==> src/rtl/frame_ram_sched.sv <==
// Shares the single-port 80x60 tile frame RAM between video fetch and queued tile writes.
// Define FRAME_SCHED_COLLISION_EN to build the read-before-write collision check (RD/EV states, coll_* outputs).
module frame_ram_sched #(
  parameter int ADDR_WIDTH = 13,
  parameter int DATA_WIDTH = 3,
  parameter int DEPTH      = 4800,
  parameter int QDEPTH     = 4
) (
  input  logic                  px_clk,
  input  logic                  rstn,
  input  logic                  vid_active,
  input  logic [ADDR_WIDTH-1:0] vid_addr,
  output logic [DATA_WIDTH-1:0] vid_data,
  input  logic                  wr_req,
  input  logic [ADDR_WIDTH-1:0] wr_addr,
  input  logic [DATA_WIDTH-1:0] wr_data,
  input  logic                  wr_check,
  output logic                  wr_ready,
  input  logic                  clr_req,
  output logic                  clr_busy,
  output logic                  coll_valid,
  output logic [ADDR_WIDTH-1:0] coll_addr,
  output logic [DATA_WIDTH-1:0] coll_data,
  output logic [ADDR_WIDTH-1:0] ram_addr,
  output logic                  ram_we,
  output logic [DATA_WIDTH-1:0] ram_wdata,
  input  logic [DATA_WIDTH-1:0] ram_rdata
);

  localparam int QPW = (QDEPTH > 1) ? $clog2(QDEPTH) : 1;
  localparam int CW  = $clog2(QDEPTH + 1);
  localparam logic [CW-1:0]         Q_FULL   = CW'(QDEPTH);
  localparam logic [ADDR_WIDTH-1:0] CLR_LAST = ADDR_WIDTH'(DEPTH - 1);

  typedef enum logic [2:0] {
    S_IDLE = 3'd0,
    S_CLR  = 3'd1,
`ifdef FRAME_SCHED_COLLISION_EN
    S_RD   = 3'd2,
    S_EV   = 3'd3,
`endif
    S_WR   = 3'd4
  } state_t;

  state_t state, state_nx;

  logic [ADDR_WIDTH-1:0] q_addr [QDEPTH];
  logic [DATA_WIDTH-1:0] q_data [QDEPTH];
  logic [QPW-1:0]        q_head, q_tail;
  logic [CW-1:0]         q_count;
  logic                  q_empty;
  logic                  push, pop;
  logic [ADDR_WIDTH-1:0] head_addr;
  logic [DATA_WIDTH-1:0] head_data;

  logic [ADDR_WIDTH-1:0] clr_ptr;
  logic                  clr_step;

  logic [ADDR_WIDTH-1:0] sched_addr;
  logic [DATA_WIDTH-1:0] sched_wdata;
  logic                  sched_we;
  logic                  coll_hit;

`ifdef FRAME_SCHED_COLLISION_EN
  logic                  q_check [QDEPTH];
  logic                  head_check;
  assign head_check = q_check[q_head];
`else
  logic                  unused_wr_check;
  assign unused_wr_check = wr_check;
`endif

  assign wr_ready  = (q_count != Q_FULL);
  assign q_empty   = (q_count == '0);
  // A pop in the same cycle frees a slot, so a push into a full queue still lands.
  assign push      = wr_req && (wr_ready || pop);
  assign head_addr = q_addr[q_head];
  assign head_data = q_data[q_head];

  always_ff @(posedge px_clk) begin
    if (push) begin
      q_addr[q_tail] <= wr_addr;
      q_data[q_tail] <= wr_data;
`ifdef FRAME_SCHED_COLLISION_EN
      q_check[q_tail] <= wr_check;
`endif
    end
  end

  always_ff @(posedge px_clk) begin
    if (!rstn) begin
      q_head  <= '0;
      q_tail  <= '0;
      q_count <= '0;
    end else begin
      if (push) q_tail <= q_tail + 1'b1;
      if (pop)  q_head <= q_head + 1'b1;
      case ({push, pop})
        2'b10:   q_count <= q_count + 1'b1;
        2'b01:   q_count <= q_count - 1'b1;
        default: q_count <= q_count;
      endcase
    end
  end

  // A new clr_req always restarts the sweep from address 0.
  always_ff @(posedge px_clk) begin
    if (!rstn) begin
      clr_busy <= 1'b0;
      clr_ptr  <= '0;
    end else if (clr_req) begin
      clr_busy <= 1'b1;
      clr_ptr  <= '0;
    end else if (clr_step) begin
      if (clr_ptr == CLR_LAST) begin
        clr_busy <= 1'b0;
        clr_ptr  <= '0;
      end else begin
        clr_ptr <= clr_ptr + 1'b1;
      end
    end
  end

  always_ff @(posedge px_clk) begin
    if (!rstn) state <= S_IDLE;
    else       state <= state_nx;
  end

  always_comb begin
    state_nx    = state;
    sched_addr  = clr_ptr;
    sched_wdata = '0;
    sched_we    = 1'b0;
    pop         = 1'b0;
    clr_step    = 1'b0;
    coll_hit    = 1'b0;
    if (vid_active) begin
`ifdef FRAME_SCHED_COLLISION_EN
      // Video stole the port mid-check: drop back and redo the read next blanking.
      if (state == S_RD || state == S_EV) state_nx = S_IDLE;
`endif
    end else begin
      case (state)
        S_IDLE: begin
          if (clr_busy) begin
            state_nx = S_CLR;
          end else if (!q_empty) begin
`ifdef FRAME_SCHED_COLLISION_EN
            state_nx = head_check ? S_RD : S_WR;
`else
            state_nx = S_WR;
`endif
          end
        end
        S_CLR: begin
          sched_we = 1'b1;
          clr_step = 1'b1;
          if (clr_ptr == CLR_LAST) state_nx = S_IDLE;
        end
`ifdef FRAME_SCHED_COLLISION_EN
        S_RD: begin
          sched_addr = head_addr;
          state_nx   = S_EV;
        end
        S_EV: begin
          sched_addr = head_addr;
          coll_hit   = (ram_rdata != '0);
          state_nx   = S_WR;
        end
`endif
        S_WR: begin
          sched_addr  = head_addr;
          sched_wdata = head_data;
          sched_we    = 1'b1;
          pop         = 1'b1;
          state_nx    = S_IDLE;
        end
        default: state_nx = S_IDLE;
      endcase
    end
  end

  assign vid_data  = ram_rdata;
  assign ram_addr  = vid_active ? vid_addr : sched_addr;
  assign ram_we    = rstn && !vid_active && sched_we;
  assign ram_wdata = sched_wdata;

`ifdef FRAME_SCHED_COLLISION_EN
  assign coll_valid = rstn && coll_hit;
  assign coll_addr  = coll_valid ? head_addr : '0;
  assign coll_data  = coll_valid ? ram_rdata : '0;
`else
  assign coll_valid = 1'b0;
  assign coll_addr  = '0;
  assign coll_data  = '0;
`endif

endmodule

==> config.mk <==
export PLATFORM = sky130hd
export DESIGN_NAME = frame_ram_sched
export DESIGN_NICKNAME = d
export VERILOG_FILES = /design/src/rtl/frame_ram_sched.sv
export SDC_FILE = /design/constraint.sdc
export NUM_CORES = 1
export LEC_CHECK = 0
export CORE_ASPECT_RATIO = 1.1
export CORE_MARGIN = 4
export CORE_UTILIZATION = 40
export DETAILED_ROUTE_END_ITERATION = 12
export GPL_TIMING_DRIVEN = 0
export PLACE_DENSITY = 0.71
export SLEW_MARGIN = 20
export SYNTH_ARGS = -nofsm -noshare
export SYNTH_HDL_FRONTEND = slang
export SYNTH_SLANG_ARGS = --single-unit
==> constraint.sdc <==
create_clock -name px_clk -period 5.03 [get_ports px_clk]
set_clock_uncertainty 0.15 [all_clocks]
set_input_delay 0.503 -clock px_clk [delete_from_list [all_inputs] [get_ports px_clk]]
set_output_delay 0.503 -clock px_clk [all_outputs]
set_load 0.02 [all_outputs]
==> run_results.csv <==
group,metric,value,unit
critical_path,cp.arrival,2.59,ns
clocking,path_clk_slew,0.09,ns
sta,worstMarginPinSlew,0.848,ns
synthesis,synth_seq_cells,89,
placed_design,dp.cells,486,
placed_design,dp_hpwl,5680,um
hold_path,hp-class,"flop to flop",
cells_and_area,final.fill_count,846,
synthesis,muxShareOfSynthArea,0.127,
synthesis,synth-xor-area-share,0.0282,
sta,slew_violations,0,
pwr,netSwitchingPower,0.000381,W
grt,grtUsageTotal,0.140,
synthesis,ys_warn_count,0,
sta,finalHoldViolations,0,
pwr,internal-power,0.00121,W
pwr,switching_share,0.239,
synthesis,yosysUniqueCellTypes,43,
floorplan,fp.dieW,104,um
synthesis,synth_top_area_cell,"edfxtp_1",
synthesis,synth_top_area_frac,0.477,
grt,antenna_found_initial,0,
grt,grt_max_degree,17,
synthesis,async_flop_share,0,
synthesis,yosys-top-cells-area,"edfxtp_1 (48%), dfxtp_1 (12%), mux4_2 (8.9%)",
critical_path,path_max_fanout,10,
synthesis,synth_fa_ha_area_frac,0.0298,
sta,rsz0062_at_grt,"false",
floorplan,start_util,0.410,
pwr,clkPwrFrac,0.341,
clocking,cts_resized,0,
pwr,p_comb_frac,0.134,
synthesis,synth_top_family_by_area,"multiplexers",
critical_path,crit_path_end_kind,"primary output",
pwr,leakagePower,1.73,nW
sta,post-route-min-period,3.24,ns
floorplan,core_area,0.00984,sq mm
synthesis,syn_area,0.00403,sq mm
sta,tns,0,ns
synthesis,synth.avg_cell_area,13.6,sq um
route,ant_nets,0,
synthesis,synth_compound_area_frac,0.0413,
clocking,clockRootBuffer,"clkbuf_8",
sta,maxSlewHeadroom,0.435,
clocking,clk_path_buf_depth,2,
synthesis,synth.most_common_cell,"edfxtp_1",
placed_design,place_congestion,0.782,
cells_and_area,drive_above_1_share,0.165,
critical_path,cp.required,4.38,ns
synthesis,ys_top_cells_by_count,"edfxtp_1 (64), dfxtp_1 (25), buf_4 (22)",
synthesis,synth-seq-area-share,0.601,
clocking,clk_latency,0.35,ns
clocking,cts_setup_buffers,0,
route,wl_per_cell,15.7,um
critical_path,criticalPathCategory,"flop to primary output",
job,max-cap-violations,0,
pwr,power,0.00159,W
floorplan,row_count,38,
sta,finalCritPeriodShare,0.644,
synthesis,yosys.area_share.simple,0.106,
clocking,clock-sinks,89,
synthesis,synth-edff-count,64,
route,vias,2450,
outcome,status,"complete, no violations",
pwr,ir_drop,242,uV
cells_and_area,layout.nets,424,
route,drc,0,
clocking,cts_tree,"built",
floorplan,ioPinCount,77,
cells_and_area,antenna_cells,0,
sta,finalSetupViolCount,0,
route,drt_iter0_markers,108,
synthesis,synthCells,296,
clocking,htree_levels,3,
route,first_pass_iters,4,
grt,grt_pass1_vias,2527,
grt,grt_pass1_wl,12800,um
placed_design,io_buffers,54,
pwr,p_per_area,318,mW/mm^2
cells_and_area,area_delta_synth_final,24.2,%
clocking,ctsHoldBuffers,0,
critical_path,crit_path_start_kind,"flop",
sta,max_freq,0.309,GHz
floorplan,die_area,0.0118,sq mm
route,wl,7870,um
grt,grt-ovfl-total,0,
pwr,seq_power_share,0.525,
synthesis,ys.flop_type,"edfxtp_1",
cells_and_area,final_cells,502,
floorplan,die_y,113,um
clocking,cts_made_buffers,9,
route,viasPerCell,4.88,
## path summary, 6_finish.rpt
check,startpoint,to,slack (ns),depth (start not counted)
worst max-delay path,flop,ram_addr[8],1.79,6
worst max register to register,state[0],q_data[1][2],2.21,6
worst min register to register,clr_ptr[11],clr_ptr[11],0.39,2
worst min-delay path,clr_ptr[11],clr_ptr[11],0.39,2
## metal layers
metal / vias to the layer above / wire length (um) / share of wire / GRT usage
met5: - / 0 / 0 / 0
met4: 0 / 36 / 0.0046 / 0.0408
met3: 2 / 362 / 0.046 / 0.0319
met2: 71 / 4080 / 0.52 / 0.253
met1: 1163 / 3390 / 0.43 / 0.169
li1: 1214 / - / - / -
## critical path: stages (launching register included)
cell,delay [ns]
dfxtp_1,0.31
buf_2,0.24
buf_4,0.29
mux4_2,0.55
mux2i_1,0.19
o21ai_0,0.10
clkdlybuf4s50_1,0.57
## area by class of cell
type | count | area [sq um] | area share
multi-input cells | 178 | 1400 | 0.280
well taps | 120 | 150 | 0.0300
plain buffers | 33 | 221 | 0.0442
repair buffers | 54 | 541 | 0.108
clock inverters | 7 | 100 | 0.0200
flip-flops and latches | 89 | 2420 | 0.484
inverters | 12 | 45.0 | 0.00900
clock buffers | 9 | 124 | 0.0247
## power by group through the flow
| stage | Clock (W) | Combinational (W) | Sequential [W] |
|---|---|---|---|
| global placement | 0 | 0.000213 | 0.000850 |
| floorplan | 0 | 0.000135 | 0.000849 |
| finish | 0.000544 | 0.000214 | 0.000836 |
| CTS | 0.000555 | 0.000217 | 0.000836 |
| global route | 0.000589 | 0.000235 | 0.000839 |
| detailed placement | 0 | 0.000216 | 0.000853 |
## layout by cell type, fill, tap and decap left out, types with 2 or more instances in the layout
| cell type | instances |
|---|---|
| a21oi_1 | 6 |
| and2_1 | 7 |
| and3_1 | 2 |
| and4_1 | 2 |
| and4b_1 | 3 |
| buf_2 | 6 |
| buf_4 | 22 |
| bufinv_16 | 2 |
| clkbuf_1 | 4 |
| clkbuf_8 | 9 |
| clkdlybuf4s50_1 | 54 |
| clkinv_1 | 2 |
| conb_1 | 17 |
| dfxtp_1 | 25 |
| edfxtp_1 | 64 |
| ha_1 | 8 |
| inv_1 | 11 |
| mux2i_1 | 15 |
| mux4_2 | 16 |
| nand2_1 | 19 |
| nand3_1 | 6 |
| nand4_1 | 4 |
| nand4b_1 | 2 |
| nor2_1 | 18 |
| nor2b_1 | 2 |
| nor3b_1 | 3 |
| nor4_1 | 2 |
| o21ai_0 | 17 |
| or3_1 | 2 |
| xnor2_1 | 5 |
| xor2_1 | 8 |
## sequential cells by signal (all words and copies together), names as in the netlist, named ones only
| name | count |
|---|---|
| clr_busy | 1 |
| q_data | 12 |
| q_addr | 52 |
| state | 2 |
| q_tail | 2 |
| clr_ptr | 13 |
| q_count | 3 |
| q_head | 2 |
## kinds of logic (layout without fill, tap and decap cells)
family                   Yosys count  after routing
XOR/XNOR                          13             13
AO/OA/AOI/OAI                     29             29
adder cells (fa/ha/maj)            9              9
buffers and inverters             45            115
flip-flops                        89             89
other                              1             17
AND/OR/NAND/NOR                   79             79
multiplexers                      31             31
## metrics by stage
stage               hold WS (ns)  instance area, sq um  utilization  worst slack (ns)
floorplan                  0.335                  4090            -              2.79
global placement           0.350                  4780        0.486              2.12
detailed placement         0.378                  4780        0.486              2.10
CTS                        0.394                  5010        0.509              1.72
global route               0.411                  5010        0.509              1.60
finish                     0.391                  5010        0.509              1.79
(Power assumes the default switching activity.)
==> patch: new RTL, same flow settings <==
The option `FRAME_SCHED_COLLISION_EN` is turned on by a define.
--- a/src/rtl/frame_ram_sched.sv
+++ b/src/rtl/frame_ram_sched.sv
@@ -1,5 +1,7 @@
 // Shares the single-port 80x60 tile frame RAM between video fetch and queued tile writes.
 // Define FRAME_SCHED_COLLISION_EN to build the read-before-write collision check (RD/EV states, coll_* outputs).
+`define FRAME_SCHED_COLLISION_EN
+
 module frame_ram_sched #(
   parameter int ADDR_WIDTH = 13,
   parameter int DATA_WIDTH = 3,
Formal check against the unedited RTL: not equivalent (Yosys sat finds a counterexample within 4 cycles, from zero or initial values and one cycle with rstn low).
==> patch against the original RTL <==
- sequential cell count grew 5
- final cell count grew 10%
- largest power group unchanged
- critical path type unchanged
- final area grew 10%
- setup slack lost 0.36 ns
- power grew 11%
- synthesized cell count grew 7.4%
- non-clock buffer count grew 6
- area after synthesis grew 6.0%
- routed wire length grew 17%
- sequential power grew 5.1%
==> patch: results (changes against the original RTL) <==
stage;metric;value;unit;change
logic_synthesis;Post-synth top cells;edfxtp_1, dfxtp_1, nand2_1;;
logic_synthesis;area fraction in compound gates after synthesis;5.12;%;+1.0 points
setup_path;CP delay by family, top;buffers and inverters;;
placed_design;pre-CTS setup slack;1.61;ns;-0.494 ns
routing;drt pass-1 iters;4;;unchanged
clock_tree;maximum clock path buffer count;2;;unchanged
power_and_ir_drop;Pwr Total;1.77;mW;+11%
clock_tree;H-tree depth;3;;unchanged
clock_tree;Post CTS Setup Buffer Count;0;;unchanged
grt;number of global-route vias before repair;2748;;+8.7%
final_layout;Final Net Count;449;;+5.9%
grt;GRT Util Overall;15.1;%;+1.1 points
power_and_ir_drop;P_clk;0.696;mW;+28%
final_layout;Filler Cell Count;920;;+8.7%
setup_path;cells on worst reg2reg path;4;;-2
logic_synthesis;xor/xnor share of the synthesized area;3.07;%;+0.25 points
placed_design;Post-DP HPWL;6.48;mm;+14%
power_and_ir_drop;leakage;1.89;nW;+8.7%
power_and_ir_drop;switch share;23.3;%;-0.66 points
routing;number of vias per cell;5.09;;+4.2%
logic_synthesis;Cells after Synth;318;;+7.4%
power_and_ir_drop;Sequential Power Share;49.6;%;-2.9 points
setup_path;CP peak stage delay;0.58;ns;
placed_design;port bufs;75;;+39%
clock_tree;total CTS buffers;9;;unchanged
placed_design;Routability Congestion;0.890;;+14%
clock_tree;Clk Tree Root Cell;clkbuf_16;;
worst_hold_path;worst hold path cell count;2;;unchanged
power_and_ir_drop;worst vdd ir;220;uV;-9.2%
logic_synthesis;Primary FF master, synth;edfxtp_1;;
grt;largest net degree at the start of global routing;19;;+2
routing;via count;2808;;+15%
final_layout;share of layout cells above drive strength 1;12.2;%;-4.3 points
logic_synthesis;mux contribution to synthesized area;12.0;%;-0.65 points
placed_design;placed cell areas;5200;um2;+8.8%
setup_path;Critical Path AT;2.95;ns;+0.36 ns
setup_path;critical path's slowest cell;clkbuf_1;;
placed_design;Post-Place Cells;536;;+10%
sta;Slew HR;39.0;%;-4.4 points
clock_tree;clk slew on worst S/H paths;0.07;ns;-0.02 ns
routing;drt first-iter violations;127;;+18%
logic_synthesis;synthesized-area fraction occupied by adder cells;2.23;%;-0.75 points
logic_synthesis;synth top area cells;edfxtp_1, dfxtp_1, mux4_2;;
routing;Routed WL per cell;16.7;um;+6.6%
clock_tree;clock latency on the worst-skew pair;0.33;ns;-0.02 ns
grt;first-pass GRT wire length;14.4;mm;+12%
logic_synthesis;Seq/Total Area, Yosys;60.0;%;-0.098 points
logic_synthesis;post-synth cell types;48;;+12%
logic_synthesis;number of enable flip-flop cells after synthesis;68;;+6.3%
run_status;status;finished, final reports clean;;
## patch: cell types whose count changed after synthesis, sizes merged, moves of 4 or more
| cell | before | now |
|---|---|---|
| buf | 29 | 12 |
| nor2b | 2 | 14 |
| and2 | 7 | 14 |
| a21oi | 7 | 1 |
| xnor2 | 5 | 10 |
| edfxtp | 64 | 68 |
| nand2 | 20 | 24 |
| nor3 | 1 | 5 |
| o21ai | 17 | 21 |
## patch: final timing paths
| path | from | endpoint | slack, ns |
|---|---|---|---|
| max | register | ram_addr[11] | 1.43 |
| min | q_tail[1] | q_tail[1] | 0.35 |
| max reg2reg | state[1] | q_data[3][0] | 2.12 |
| min reg2reg | q_tail[1] | q_tail[1] | 0.35 |
## patch: layout make-up
cell class	count	area (um2)	share of cell area [%]
Inverter	11	41.3	0.749
Clock buffer	9	225	4.09
Buffer	18	106	1.93
Multi-Input combinational cell	195	1560	28.3
Timing Repair Buffer	75	751	13.6
Clock inverter	7	85.1	1.54
Tap cell	143	179	3.25
Sequential cell	94	2560	46.5
## patch: logic make-up (layout without fill, tap and decap cells)
family,count (synthesis),after routing
muxes,30,30
adders and majority gates,7,7
DFF,94,94
and+or+nand+nor,107,107
buffers and inverters,29,120
AOI/OAI and AO/OA,36,36
xor gates and xnor gates,15,15
## patch: routing by layer
| metal | GRT usage [%] | wire length [um] | up-vias | share of wire, % |
|---|---|---|---|---|
| met2 | 26.5 | 4780 | 58 | 52 |
| met5 | 0 | 0 | - | 0 |
| met1 | 19.1 | 3980 | 1394 | 43 |
| li1 | - | - | 1351 | - |
| met3 | 3.32 | 410 | 5 | 4.4 |
| met4 | 4.26 | 63 | 0 | 0.68 |
